$ cat src/rtl/pt_pkg.sv
// Shared types and helpers for the parametrised page table.
// Consumers import pt_pkg::* for the walk FSM states, entry layout and counter sizing.
package pt_pkg;

  // Walk controller states
  typedef enum logic [0:0] {
    PT_IDLE = 1'b0,
    PT_WALK = 1'b1
  } pt_state_e;

  // Entry layout at the default translation width
  localparam int unsigned PT_DEF_PPN_W = 6;

  typedef struct packed {
    logic                    valid;
    logic [PT_DEF_PPN_W-1:0] ppn;
  } pt_entry_t;

  // Bits needed to hold LOOKUP_LAT-1; never less than one so the counter always exists
  function automatic int unsigned clog2(input int unsigned value);
    int unsigned bits;
    bits = 1;
    while ((64'd1 << bits) < 64'(value)) begin
      bits = bits + 1;
    end
    return bits;
  endfunction

endpackage

$ cat src/rtl/pt_stat_counter.sv
// Saturating up-counter used for page-table walk statistics.
// Holds at all-ones once reached; cleared only by the synchronous reset.
module pt_stat_counter #(
  parameter int unsigned CNT_W = 16
) (
  input  logic             clk,
  input  logic             rst,
  input  logic             inc_i,
  output logic [CNT_W-1:0] count_o
);

  logic [CNT_W-1:0] count_q;

  always_ff @(posedge clk) begin
    if (rst) begin
      count_q <= '0;
    end else if (inc_i && (count_q != {CNT_W{1'b1}})) begin
      count_q <= count_q + CNT_W'(1);
    end
  end

  assign count_o = count_q;

endmodule

$ cat src/rtl/page_table_param.sv
// Parametrised single-level page table with a fixed-latency lookup walk.
// Optional statistics counters are built when PT_STATS_EN is defined.
module page_table_param
  import pt_pkg::*;
#(
  parameter int unsigned VPN_W      = 3,
  parameter int unsigned PPN_W      = 6,
  parameter int unsigned LOOKUP_LAT = 2,
  parameter int unsigned CNT_W      = 16
) (
  input  logic             clk,
  input  logic             rst,
  input  logic             LOOKUP_RQST,
  input  logic [VPN_W-1:0] LOOKUP_ADDR,
  output logic             LOOKUP_BUSY,
  output logic             LOOKUP_COMPLETE,
  output logic [PPN_W-1:0] LOOKUP_RETURN,
  output logic             LOOKUP_FAULT,
  input  logic             PT_INSERT_RQST,
  input  logic [VPN_W-1:0] PT_INSERT_INDX,
  input  logic [PPN_W-1:0] PT_INSERT_ENTRY,
  input  logic             PT_INVAL_RQST,
  input  logic [VPN_W-1:0] PT_INVAL_INDX,
  output logic [CNT_W-1:0] STAT_LOOKUPS,
  output logic [CNT_W-1:0] STAT_FAULTS
);

  localparam int unsigned DEPTH = 2 ** VPN_W;
  localparam int unsigned LAT_W = clog2(LOOKUP_LAT);

  // Same shape as pt_entry_t, sized by this instance's translation width
  typedef struct packed {
    logic             valid;
    logic [PPN_W-1:0] ppn;
  } entry_t;

  entry_t           table_q [DEPTH];
  pt_state_e        state_q;
  logic [LAT_W-1:0] cnt_q;
  logic [VPN_W-1:0] addr_q;
  logic             busy_q;
  logic             complete_q;
  logic             fault_q;
  logic [PPN_W-1:0] return_q;

  logic             walk_done_c;
  entry_t           rd_entry_c;

  assign walk_done_c = (state_q == PT_WALK) && (cnt_q == '0);
  assign rd_entry_c  = table_q[addr_q];

  // Table storage: reset clears valid bits only; insert is applied after invalidate so it wins
  always_ff @(posedge clk) begin
    if (rst) begin
      for (int i = 0; i < DEPTH; i++) begin
        table_q[i].valid <= 1'b0;
      end
    end else begin
      if (PT_INVAL_RQST) begin
        table_q[PT_INVAL_INDX].valid <= 1'b0;
      end
      if (PT_INSERT_RQST) begin
        table_q[PT_INSERT_INDX].valid <= 1'b1;
        table_q[PT_INSERT_INDX].ppn   <= PT_INSERT_ENTRY;
      end
    end
  end

  // Walk FSM; the final read samples the table before any same-edge write lands
  always_ff @(posedge clk) begin
    if (rst) begin
      state_q    <= PT_IDLE;
      cnt_q      <= '0;
      addr_q     <= '0;
      busy_q     <= 1'b0;
      complete_q <= 1'b0;
      fault_q    <= 1'b0;
      return_q   <= '0;
    end else begin
      complete_q <= 1'b0;
      case (state_q)
        PT_IDLE: begin
          if (LOOKUP_RQST) begin
            state_q <= PT_WALK;
            busy_q  <= 1'b1;
            addr_q  <= LOOKUP_ADDR;
            cnt_q   <= LAT_W'(LOOKUP_LAT - 1);
          end
        end
        PT_WALK: begin
          if (walk_done_c) begin
            state_q    <= PT_IDLE;
            busy_q     <= 1'b0;
            complete_q <= 1'b1;
            fault_q    <= ~rd_entry_c.valid;
            return_q   <= rd_entry_c.valid ? rd_entry_c.ppn : '0;
          end else begin
            cnt_q <= cnt_q - LAT_W'(1);
          end
        end
        default: begin
          state_q <= PT_IDLE;
          busy_q  <= 1'b0;
        end
      endcase
    end
  end

  assign LOOKUP_BUSY     = busy_q;
  assign LOOKUP_COMPLETE = complete_q;
  assign LOOKUP_FAULT    = fault_q;
  assign LOOKUP_RETURN   = return_q;

`ifdef PT_STATS_EN
  // Counters advance on the same edge that raises COMPLETE
  pt_stat_counter #(
    .CNT_W (CNT_W)
  ) u_stat_lookups (
    .clk     (clk),
    .rst     (rst),
    .inc_i   (walk_done_c),
    .count_o (STAT_LOOKUPS)
  );

  pt_stat_counter #(
    .CNT_W (CNT_W)
  ) u_stat_faults (
    .clk     (clk),
    .rst     (rst),
    .inc_i   (walk_done_c && !rd_entry_c.valid),
    .count_o (STAT_FAULTS)
  );
`else
  assign STAT_LOOKUPS = '0;
  assign STAT_FAULTS  = '0;
`endif

endmodule

$ cat config.mk
export PLATFORM = sky130hd
export DESIGN_NAME = page_table_param
export DESIGN_NICKNAME = d
export VERILOG_FILES = /design/src/rtl/pt_pkg.sv /design/src/rtl/pt_stat_counter.sv /design/src/rtl/page_table_param.sv
export SDC_FILE = /design/constraint.sdc
export NUM_CORES = 1
export LEC_CHECK = 0
export ABC_AREA = 1
export CAP_MARGIN = 20
export CELL_PAD_IN_SITES_DETAIL_PLACEMENT = 1
export CELL_PAD_IN_SITES_GLOBAL_PLACEMENT = 2
export CORE_MARGIN = 3
export CORE_UTILIZATION = 30
export CTS_CLUSTER_SIZE = 20
export DETAILED_ROUTE_END_ITERATION = 8
export MAX_ROUTING_LAYER = met4
export PLACE_DENSITY = 0.73
export REMOVE_ABC_BUFFERS = 1
export SLEW_MARGIN = 20
export SYNTH_ARGS = -nofsm -noshare
export SYNTH_HDL_FRONTEND = slang
export SYNTH_SLANG_ARGS = --single-unit
$ cat constraint.sdc
create_clock -name clk -period 2.2 [get_ports clk]
set_clock_uncertainty 0.1 [all_clocks]
set_input_delay 0.66 -clock clk [delete_from_list [all_inputs] [get_ports clk]]
set_output_delay 0.66 -clock clk [all_outputs]
set_load 0.01 [all_outputs]
Word level (Yosys, flattened, before mapping)
Memory sizes are Yosys's and may differ from the RTL's. A register that Yosys moved wholly into a read port is not among the register bits.
Cells that the tools add are included.
- bits in registers: 14
- memory bits (writable): 56
- bits of input ports: 20
- output and inout port bits: 41
- logic and storage cells: 49
- memories kept: 1
- memories (memory ; words ; width ; rd ports ; clocked after memory_dff ; wr ports ; RTL line ; text):
    table_q ; 8 ; 7 ; 1 ; 1 ; 8 ; page_table_param.sv:37 ; entry_t table_q [DEPTH];
- add/subtract/negate cells: 1
- eq/ne operators: 3
- mux-type cells: 26
- bitwise operators: 3
- reductions and logical operators: 8
- operators by type and width (kind ; number):
    $mux W1 ; 14
    $mux W7 ; 2
    $reduce_or A7 Y1 ; 2
    $mux W3 ; 4
    $reduce_and A2 Y1 ; 4
    $mux W6 ; 1
    $pmux W1 S2 ; 3
    $mux W2 ; 2
    $ne A2 B2 Y1 const B ; 2
    $not A1 Y1 ; 3
    $ne A2 B1 Y1 const B ; 1
    $reduce_or A2 Y1 ; 1
    $logic_and A1 B1 Y1 ; 1
    $sub A1 B1 Y1 const B ; 1

Depth between registers and ports, before layout
- word-level depth: 5
- mapped depth: 9

Least setup slack after synthesis
Ideal clock, no wire load.
- path type: in2reg
- start: input rst
- end: memory table_q[1][0] (netlist bit) (enable)
- library setup time: 357 ps
- data arrival time: 1296 ps
- data required time: 1743 ps
- slack: 447 ps
- cell stages on the path: 5
- path buffers: 0
- cell sequence: inv_2 nand2_1 nor2_1 inv_1 nor2_1
- RTL lines (what ; RTL line ; text):
    start, declared ; page_table_param.sv:12 ; input logic rst,
    end, declared ; page_table_param.sv:37 ;

Worst setup path after layout
- start: register return_q[3], in the netlist LOOKUP_RETURN[3]
- end: output LOOKUP_RETURN[3]
- RTL lines (what ; RTL line ; text):
    start, declared ; page_table_param.sv:44 ; logic [PPN_W-1:0] return_q;
    start signal, assigned ; page_table_param.sv:96 ; return_q <= rd_entry_c.valid ? rd_entry_c.ppn : '0;
    end, declared ; page_table_param.sv:17 ; output logic [PPN_W-1:0] LOOKUP_RETURN,
No word-level cell between the ends.

==> run metrics <==
Post-CTS Hold Buffers=0; fin crit period=2001 ps; Worst Hold Path Cells=1; Skew-Pair Late Insertion Delay=350 ps; RSZ-0062 raised after global routing=false; #FFs+latches synth=between 70 and 80; # DRC=0; Rows=38; core area=10890 sq um; Critical Path Stages=1; all-layer global routing usage=13.46%; final hold violation count=0; first-pass GRT wire length=12.14 mm; reg2reg end=LOOKUP_RETURN[0]$_SDFFE_PP0P_; mean post-synth cell area=9.009 sq um; critical path's top delay family=buffers and inverters; r2r worst-path depth=8; DRT iter0 DRCs=77; Via density=around 4.2; worst hold path type=reg2reg; met1 wire length=3.492 mm; sequential share of the synthesized area=57.63%; CTS-repair resized insts=0; Die Span Y=about 110 um; pin count of the biggest net entering global routing=29; Final HPWL DP=5.878 mm; DRT Wirelength=7.769 mm; n_diodes=0; Synth cell types=23; placed instance area=3709 sq um; gp weighted congestion=0.7548; nets=437; H-Tree Depth=3; fin area=3864 sq um; r2r setup slk=640 ps; Syn Inst Count=374; f_max=499.8 MHz; area delta synth->final=14.67%; initial cell density of the core=a little under a third; Worst Hold End=cnt_q$_SDFFE_PP0P_; setup bufs post-CTS=0; final period utilization=90.95%; initial antenna violation count=0; per-cell routed wire length=13.82 um; crit start category=flip-flop; IO buf count=28; Setup violations, final=0; WP buf/inv=1; Root Buffer=clkbuf_8; DR top layer=met4; Detail Route met2 WL=3.811 mm; Clock Sinks=73; Die X=between 100 and 150 um; max_cap viols=0; Worst VDD drop=between 0.0002 and 0.00025 V; outcome=finished, final reports clean; Num CTS Buffers=9; pwr dens=699.8 nW/um^2; die area=12540 sq um; leakage=1.718 nW; met3 wire length=roughly 270 um; number of global-route vias before repair=2361; share of cells above drive strength 1=10.19%; vias=2351; CP Data Arrival Time=~1200 ps; WS Path Type=reg2out; Finished Core Util=35.49%; Max Root-Sink Buffers=2; I/O pin count=61; CP cell instances=clkdlybuf4s50_1; Worst EP required=1440 ps; worst hold slack=351.7 ps; max-slew violations=0; HP Start=state_q$_SDFF_PP0_; CP Capture Type=primary output; synth warn=0; Reg clk slew, reported paths=~70 ps; GR Overflow Total=0; critical path fanouts, max=2; Slowest cell on crit path=clkdlybuf4s50_1; DRT Pass-1 Iters=4; post-synthesis cell area=3369 sq um; Final ANT Viol Nets=0; CTS tree=built; max incr delay on CP=560 ps
==> per-layer routing <==
metal  vias up  global-route usage (%)
met2        56                   22.14
met1      1097                   15.79
met4         0                   7.612
met3        16                   1.957
met5         -                       -
li1       1182                       -
==> synthesized netlist by cell type <==
library cell  count  share of area (%)
buf_4            33                7.4
o21ai_2           1               0.26
a31o_1            1               0.26
inv_2             3               0.33
edfxtp_1         48                 43
buf_2             2               0.30
nor2_2            2               0.37
buf_12            1               0.59
nand2_1          86                9.6
nor3_1            1               0.15
buf_8             1               0.45
a21oi_1           1               0.15
nor2_4            1               0.33
nand2_2           2               0.37
nor2_1           54                6.0
o21ai_1           3               0.45
conb_1            1               0.11
inv_1            61                6.8
dfxtp_1          25                 15
nand3_1          30                4.5
a31o_2            7                1.8
buf_6             4                1.3
o21ai_0           6               0.89
==> metrics by stage <==
stage | setup TNS (ps) | worst slack (ps) | std cells | power (mW)
2_1_floorplan | 0 | 341.8 | 364 | 1.738
3_3_place_gp | -65.21 | -14.05 | 546 | 1.891
3_5_place_dp | -112.4 | -16.29 | 546 | 1.895
4_1_cts | 0 | 161.2 | 562 | 2.744
5_1_grt | 0 | 127.4 | 562 | 2.850
6_report | 0 | 199.1 | 562 | 2.704
==> cell type report <==
cell class                      instances  area (sq um)
Multi-Input combinational cell        227         965.9
Inverter                               64         240.2
Clock buffer                           11         131.4
Fill cell                            1302          7024
Clock inverter                          5         23.77
Tap cell                              140         175.2
Timing Repair Buffer                   42         385.4
Sequential cell                        73          1942
==> where the power goes <==
| part | total (mW) | internal [mW] | switching [mW] |
|---|---|---|---|
| clock | 0.845 | 0.397 | 0.447 |
| sequential | 1.53 | 1.50 | 0.0209 |
| combinational | 0.334 | 0.120 | 0.214 |
| total | 2.70 | 2.02 | 0.682 |
==> flip-flops by register name, summed over array words and instances (netlist names), named ones only <==
register and count:
table_q 56, cnt_q 1, LOOKUP_FAULT 1, addr_q 3, LOOKUP_BUSY 1, state_q 1, LOOKUP_RETURN 6, LOOKUP_COMPLETE 1
==> layout by cell type, fill, tap and decap left out <==
cell / synthesis / layout
edfxtp_1: 48 / 48
clkbuf_1: 0 / 2
a31o_1: 1 / 1
a21oi_1: 1 / 1
inv_1: 61 / 61
clkinv_1: 0 / 1
o21ai_1: 3 / 3
o21ai_0: 6 / 6
nor2_4: 1 / 1
dfxtp_1: 25 / 25
o21ai_2: 1 / 1
nor2_2: 2 / 2
nor3_1: 1 / 1
nor2_1: 54 / 54
inv_2: 3 / 3
clkbuf_8: 0 / 9
clkinv_2: 0 / 4
buf_4: 33 / 14
conb_1: 1 / 32
clkdlybuf4s50_1: 0 / 28
nand2_2: 2 / 2
nand2_1: 86 / 86
a31o_2: 7 / 7
nand3_1: 30 / 30
==> cells by family (layout without fill, tap and decap cells) <==
| group | Yosys count | in the layout | synth area share, % |
|---|---|---|---|
| simple gates | 176 | 176 | 21.28 |
| buf+inv | 105 | 122 | 17.16 |
| flops | 73 | 73 | 57.63 |
| compound gates | 19 | 19 | 3.825 |
| other cells | 1 | 32 | 0.1113 |
==> how the worst max path moves through the flow <==
stage,start,end
floorplan,flip-flop,LOOKUP_FAULT$_SDFFE_PP0P_
global placement,rst,table_q[3][6]$_SDFFE_PP1P_
detailed placement,rst,table_q[3][3]$_DFFE_PP_
CTS,LOOKUP_RETURN[1]$_SDFFE_PP0P_,LOOKUP_RETURN[1]
global route,LOOKUP_RETURN[1]$_SDFFE_PP0P_,LOOKUP_RETURN[1]
finish,LOOKUP_RETURN[3]$_SDFFE_PP0P_,LOOKUP_RETURN[3]
(Power assumes the default switching activity.)
